===== src/rtl/tick_gen_pkg.sv =====
// Shared types and helpers for the multi-channel tick generator.
// Counter widths up to 32 bits are supported by eff_div.
package tick_gen_pkg;

    typedef enum logic {
        TICK_PERIODIC = 1'b0,
        TICK_ONESHOT  = 1'b1
    } tick_mode_e;

    localparam int DEFAULT_DIV_C = 28;

    // A divide value of 0 behaves like 1: tick on every enabled cycle.
    function automatic logic [31:0] eff_div(input logic [31:0] div);
        return (div == 32'd0) ? 32'd1 : div;
    endfunction

endpackage


===== src/rtl/tick_channel.sv =====
// One tick channel: counter, programmable divide/mode, one-shot armed flag.
// Strobes arrive already qualified for this channel; priority is sync > cfg > start > en.
module tick_channel
    import tick_gen_pkg::*;
#(
    parameter int CNT_W        = 16,
    parameter int DEFAULT_DIV  = DEFAULT_DIV_C,
    parameter int DEFAULT_MODE = 0
) (
    input  logic             clk,
    input  logic             rst,
    input  logic             en,
    input  logic             cfg_hit,
    input  logic [CNT_W-1:0] cfg_div,
    input  logic             cfg_mode,
    input  logic             start,
    input  logic             sync,
    output logic             tick,
    output logic             busy
);

    localparam tick_mode_e RESET_MODE = (DEFAULT_MODE != 0) ? TICK_ONESHOT : TICK_PERIODIC;

    logic [CNT_W-1:0] cnt_q, cnt_d;
    logic [CNT_W-1:0] div_q, div_d;
    tick_mode_e       mode_q, mode_d;
    logic             busy_q, busy_d;
    logic             tick_q, tick_d;
    logic             last;

    assign last = (32'(cnt_q) == eff_div(32'(div_q)) - 32'd1);

    // NOTE: every signal driven here gets a default first, so no path can infer a latch.
    always_comb begin
        cnt_d  = cnt_q;
        div_d  = div_q;
        mode_d = mode_q;
        busy_d = busy_q;
        tick_d = 1'b0;

        if (sync) begin
            cnt_d  = '0;
            busy_d = 1'b0;
        end else if (cfg_hit) begin
            div_d  = cfg_div;
            mode_d = cfg_mode ? TICK_ONESHOT : TICK_PERIODIC;
            cnt_d  = '0;
            busy_d = 1'b0;
        end else if (start) begin
            cnt_d  = '0;
            busy_d = (mode_q == TICK_ONESHOT);
        end else if (!en) begin
            cnt_d  = '0;
            busy_d = 1'b0;
        end else if (mode_q == TICK_PERIODIC || busy_q) begin
            if (last) begin
                tick_d = 1'b1;
                cnt_d  = '0;
                busy_d = 1'b0;
            end else begin
                cnt_d = cnt_q + 1'b1;
            end
        end else begin
            // Idle one-shot channel holds its counter at zero until the next start.
            cnt_d = '0;
        end
    end

    // NOTE: reset is synchronous, so rst is only looked at inside the clocked branch.
    always_ff @(posedge clk) begin
        if (!rst) begin
            // NOTE: state registers update with non-blocking assignments so all channels see pre-edge values.
            cnt_q  <= '0;
            div_q  <= CNT_W'(DEFAULT_DIV);
            mode_q <= RESET_MODE;
            busy_q <= 1'b0;
            tick_q <= 1'b0;
        end else begin
            cnt_q  <= cnt_d;
            div_q  <= div_d;
            mode_q <= mode_d;
            busy_q <= busy_d;
            tick_q <= tick_d;
        end
    end

    assign tick = tick_q;
    assign busy = busy_q;

endmodule


===== src/rtl/tick_gen_multi.sv =====
// Multi-channel programmable tick generator: decodes the config address and
// fans the global sync out to NUM_CH independent tick_channel instances.
module tick_gen_multi
    import tick_gen_pkg::*;
#(
    parameter int NUM_CH       = 4,
    parameter int CNT_W        = 16,
    parameter int DEFAULT_DIV  = DEFAULT_DIV_C,
    parameter int DEFAULT_MODE = 0,
    localparam int CH_W        = (NUM_CH > 1) ? $clog2(NUM_CH) : 1
) (
    input  logic              clk,
    input  logic              rst,
    input  logic [NUM_CH-1:0] en,
    input  logic              cfg_we,
    input  logic [CH_W-1:0]   cfg_ch,
    input  logic [CNT_W-1:0]  cfg_div,
    input  logic              cfg_mode,
    input  logic [NUM_CH-1:0] start,
    input  logic              sync_all,
    output logic [NUM_CH-1:0] tick,
    output logic [NUM_CH-1:0] busy
);

    logic [NUM_CH-1:0] cfg_hit;

    for (genvar i = 0; i < NUM_CH; i++) begin : g_ch
        // Addresses at or above NUM_CH match no channel, so such writes are dropped.
        assign cfg_hit[i] = cfg_we && (cfg_ch == CH_W'(i));

        tick_channel #(
            .CNT_W        (CNT_W),
            .DEFAULT_DIV  (DEFAULT_DIV),
            .DEFAULT_MODE (DEFAULT_MODE)
        ) u_channel (
            .clk      (clk),
            .rst      (rst),
            .en       (en[i]),
            .cfg_hit  (cfg_hit[i]),
            .cfg_div  (cfg_div),
            .cfg_mode (cfg_mode),
            .start    (start[i]),
            .sync     (sync_all),
            .tick     (tick[i]),
            .busy     (busy[i])
        );
    end

endmodule


===== config.mk =====
export PLATFORM = sky130hd
export DESIGN_NAME = tick_gen_multi
export DESIGN_NICKNAME = d
export VERILOG_FILES = /design/src/rtl/tick_gen_pkg.sv /design/src/rtl/tick_channel.sv /design/src/rtl/tick_gen_multi.sv
export SDC_FILE = /design/constraint.sdc
export NUM_CORES = 1
export LEC_CHECK = 0
export ABC_CLOCK_PERIOD_IN_PS = 4500
export CAP_MARGIN = 20
export CORE_MARGIN = 2
export CORE_UTILIZATION = 63
export CTS_BUF_LIST = sky130_fd_sc_hd__clkbuf_2
export DETAILED_ROUTE_END_ITERATION = 16
export PLACE_DENSITY = 0.91
export SETUP_SLACK_MARGIN = 0.2
export SYNTH_ARGS = -nofsm -noshare
export SYNTH_HDL_FRONTEND = slang
export SYNTH_SLANG_ARGS = --single-unit

===== constraint.sdc =====
create_clock -name clk -period 4.5 [get_ports clk]
set_input_delay 0.45 -clock clk [delete_from_list [all_inputs] [get_ports clk]]
set_output_delay 0.45 -clock clk [all_outputs]
set_load 0.01 [all_outputs]

==> key figures <==
Outcome
  • Status: completed

Yosys
  • Cell count after synthesis: between 900 and 1000
  • Synth area leaders: dfxtp_1 (35%), xnor2_1 (8.3%), nand2_1 (8.1%), xor2_1 (5.4%), a21boi_0 (5.4%)
  • Seq/Total Area, Yosys: a little over a third
  • EDFF count, synth: 0
  • Share of flip-flops with an asynchronous set or reset: 0%
  • Syn Nets: roughly 1000
  • Post-synth cell types: just over 70
  • Mapped Avg Cell Area: slightly above 8 um^2
  • Mapped cell area: a little over 8000 um^2
  • Cell accounting for the most synthesized area: dfxtp_1
  • Post-synth top area share: a little over a third
  • Seq cells post-synth: 140
  • Top FF cell, synth: dfxtp_1
  • Yosys warnings: 0

CTS
  • Post-CTS Setup Bufs: 0
  • CTS max path bufs: 2
  • H-tree depth: 4
  • Clock transition at path regs: ~0.18 ns
  • Total CTS buffers: 17
  • Clock Latency Late Sink: approximately 0.74 ns
  • CTS root buf: clkbuf_2
  • CTS tree: built
  • Clock sink total: between 100 and 150

Setup path
  • CP max stage cell: or4_1
  • Critical path launch point type: flop
  • CP Class: reg -> reg
  • CP Cell Sequence: or4_1 -> nor4_2 -> a21oi_1 -> ha_1 -> xor2_1 -> nand3_1 -> nor4b_1 -> nand4_1 -> or4b_1 -> o21ai_4 -> nor2_1
  • Critical Path RT: 5.14 ns
  • Largest stage delay on the critical path: approximately 0.70 ns
  • Data arrival time of the critical path: about 4.5 ns
  • Critical path endpoint category: flop
  • Worst Path Max Fanout: 15

Layout
  • Layout cells sized above 1: roughly 6.9%
  • Layout Nets: between 1000 and 1500
  • Multi-input logic area: between 4000 and 5000 um^2
  • Synthesis-to-layout area growth: 7.02%
  • Ant diodes: 0
  • Register Area: between 2000 and 3000 um^2
  • Fill cells: ~1000

Floorplanning
  • Std cell rows: 41
  • Die H: 117 um
  • Die area: 13700 um^2
  • Initial Util: between 60% and 70%
  • Total core area: between 10000 and 15000 um^2
  • # IOs: 39
  • Chip width: around 120 um

STA
  • Slew HR: between 20% and 30%
  • RSZ-0062 raised after global routing: no
  • FMAX: between 200 and 300 MHz
  • Fin Setup TNS: 0 ns
  • Worst-Margin Slew: 1.09 ns
  • Hold Vio Cnt, Final: 0
  • Fin crit share: approximately 86%
  • Tmin final: around 3.9 ns
  • Slew Limit Fails: 0
  • Setup violators final: 0
  • Layout Skew: ~0.027 ns

Power and ir drop
  • Reg power frac: a little over three fifths
  • Peak supply drop: between 0.15 and 0.2 mV
  • Clock Power Share: between 20 and 30%
  • PD cells: between 200 and 250 nW/um^2
  • Internal power: ~0.0015 W
  • Pwr Total: between 0.002 and 0.0025 W
  • Combinational share of power: between 9 and 10%
  • Net Sw Frac: between 20% and 30%
  • Switching Power: around 0.00056 W
  • Leakage: just under 3 nW

Drt
  • Vias: 7000
  • Wirelength per Cell: approximately 15 um
  • First DRT Iteration DRCs: 465
  • DR pass1 iterations: 5
  • Remaining DRCs: 0
  • DRT Wirelength: between 15000 and 20000 um
  • Vias per cell: between 5 and 6
  • Routed Antenna Nets: 0

Global routing
  • Vias in the first global route: 6255
  • First-pass GRT wire length: 29400 um
  • Initial antenna violation count: 0
  • Largest net degree at the start of global routing: 47
  • Global Route Usage Sum: between 20% and 30%
  • GR Overflow Total: 0

Job
  • Max cap viols: 0

Place
  • GP Congestion: 0.912
  • Final HPWL DP: between 10000 and 15000 um
  • PortBufs: 38

Min path
  • Worst hold path class: in -> reg
[power by group through the flow]
stage	logic, W	clock network [W]	registers [W]
2_1_floorplan	0.000119	0	0.00130
3_3_place_gp	0.000177	0	0.00130
3_5_place_dp	0.000181	0	0.00131
4_1_cts	0.000182	0.000585	0.00128
5_1_grt	0.000202	0.000639	0.00129
6_report	0.000186	0.000574	0.00128
[registers in the layout (all words and copies together), names as in the netlist]
signal / count
g_ch.u_channel.div_q: 64
g_ch.u_channel.cnt_q: 64
g_ch.u_channel.tick: 4
g_ch.u_channel.busy: 4
g_ch.u_channel.mode_q: 4
[through the flow]
| step | area (um^2) | setup WS (ns) | utilization [%] | std cells | hold WS, ns |
|---|---|---|---|---|---|
| finish | 8620 | 0.630 | 68.6 | 1194 | 0.0860 |
| floorplan | 8060 | 0.869 | - | 997 | 0.449 |
| global route | 8620 | 0.385 | 68.6 | 1194 | 0.0599 |
| global placement | 8450 | 0.601 | 67.2 | 1162 | 0.467 |
| detailed placement | 8450 | 0.456 | 67.2 | 1162 | 0.480 |
| CTS | 8610 | 0.419 | 68.5 | 1194 | 0.0506 |
[worst max-delay path: cells and delay by family (launching register included)]
kind                       cells  cell delay, ns
AOI/OAI and AO/OA              2            0.50
xor gates and xnor gates       1            0.17
adders and majority gates      1            0.34
DFF                            1            0.40
and+or+nand+nor                7            2.35
[layer usage]
layer / share of wire [%] / global-route usage [%] / up-vias / wire length [um]
li1: - / - / 3501 / -
met1: 46 / 36.6 / 3299 / 8140
met2: 47 / 44.2 / 165 / 8340
met3: 5.4 / 4.94 / 35 / 956
met4: 2.1 / 9.88 / 0 / 379
met5: 0 / 0 / - / 0
[what timing repair did]
item                                    CTS  global route
endpoints found under the setup margin    0            15
hold buffers                              0             0
gates resized for setup                   0             2
[cell usage after synthesis, drive strengths merged (3+ instances only)]
cell type / instances
nand2: 174
nand2b: 7
or3: 10
nand3: 48
a21oi: 14
clkbuf: 36
xor2: 50
and3: 23
buf: 17
and2: 4
a21boi: 58
a31oi: 9
o211ai: 3
a31o: 5
dfxtp: 140
and4: 5
o31ai: 6
or2: 3
ha: 12
o311ai: 3
or4: 12
xnor2: 76
nor3b: 6
a211oi: 4
mux2i: 6
nor4: 16
and3b: 3
nor2b: 13
nand4b: 5
o21ai: 12
nor2: 75
nor4b: 5
nand4: 15
nor3: 56
nand3b: 7
mux2: 5
inv: 22
or4b: 3
[cells by family (layout without fill, tap and decap cells)]
kind of cell             Yosys count  count (layout)  synth area share [%]
flip-flops                       140             140                  34.8
adder cells (fa/ha/maj)           12              12                  1.86
AND/OR/NAND/NOR                  494             494                  31.4
XOR/XNOR                         126             126                  13.7
multiplexers                      11              11                  1.44
buffers and inverters             75             100                  4.19
AO/OA/AOI/OAI                    139             139                  12.6
[cell type report]
cell class                 count  area share, %
clock buffer                  20           1.16
tap                          172           2.50
timing repair buffer          46           5.05
multi-input combinational    782           57.2
inverter                      22          0.958
clock inverter                12          0.653
sequential                   140           32.5
[layout by cell type, fill, tap and decap left out, drive strengths merged, types with 10 or more instances in the layout]
cell type	instances
a21boi	58
a21oi	14
and3	23
clkbuf	20
clkdlybuf4s50	37
clkinv	12
dfxtp	140
ha	12
inv	22
nand2	174
nand3	48
nand4	15
nor2	75
nor2b	13
nor3	56
nor4	16
o21ai	12
or3	10
or4	12
xnor2	76
xor2	50
[worst paths after layout]
kind                                                  start                          end  slack [ns]  cells after the start
worst max-delay path             g_ch[1].u_channel.div_q[4]   g_ch[1].u_channel.cnt_q[9]        0.63                     11
worst min register to register  g_ch[2].u_channel.div_q[15]  g_ch[2].u_channel.div_q[15]        0.50                      2
worst min-delay path                                    rst   g_ch[1].u_channel.div_q[4]        0.09                      2
worst max register to register   g_ch[1].u_channel.div_q[4]   g_ch[1].u_channel.cnt_q[9]        0.63                     11
Note: power is estimated with default switching activity, not from simulation.
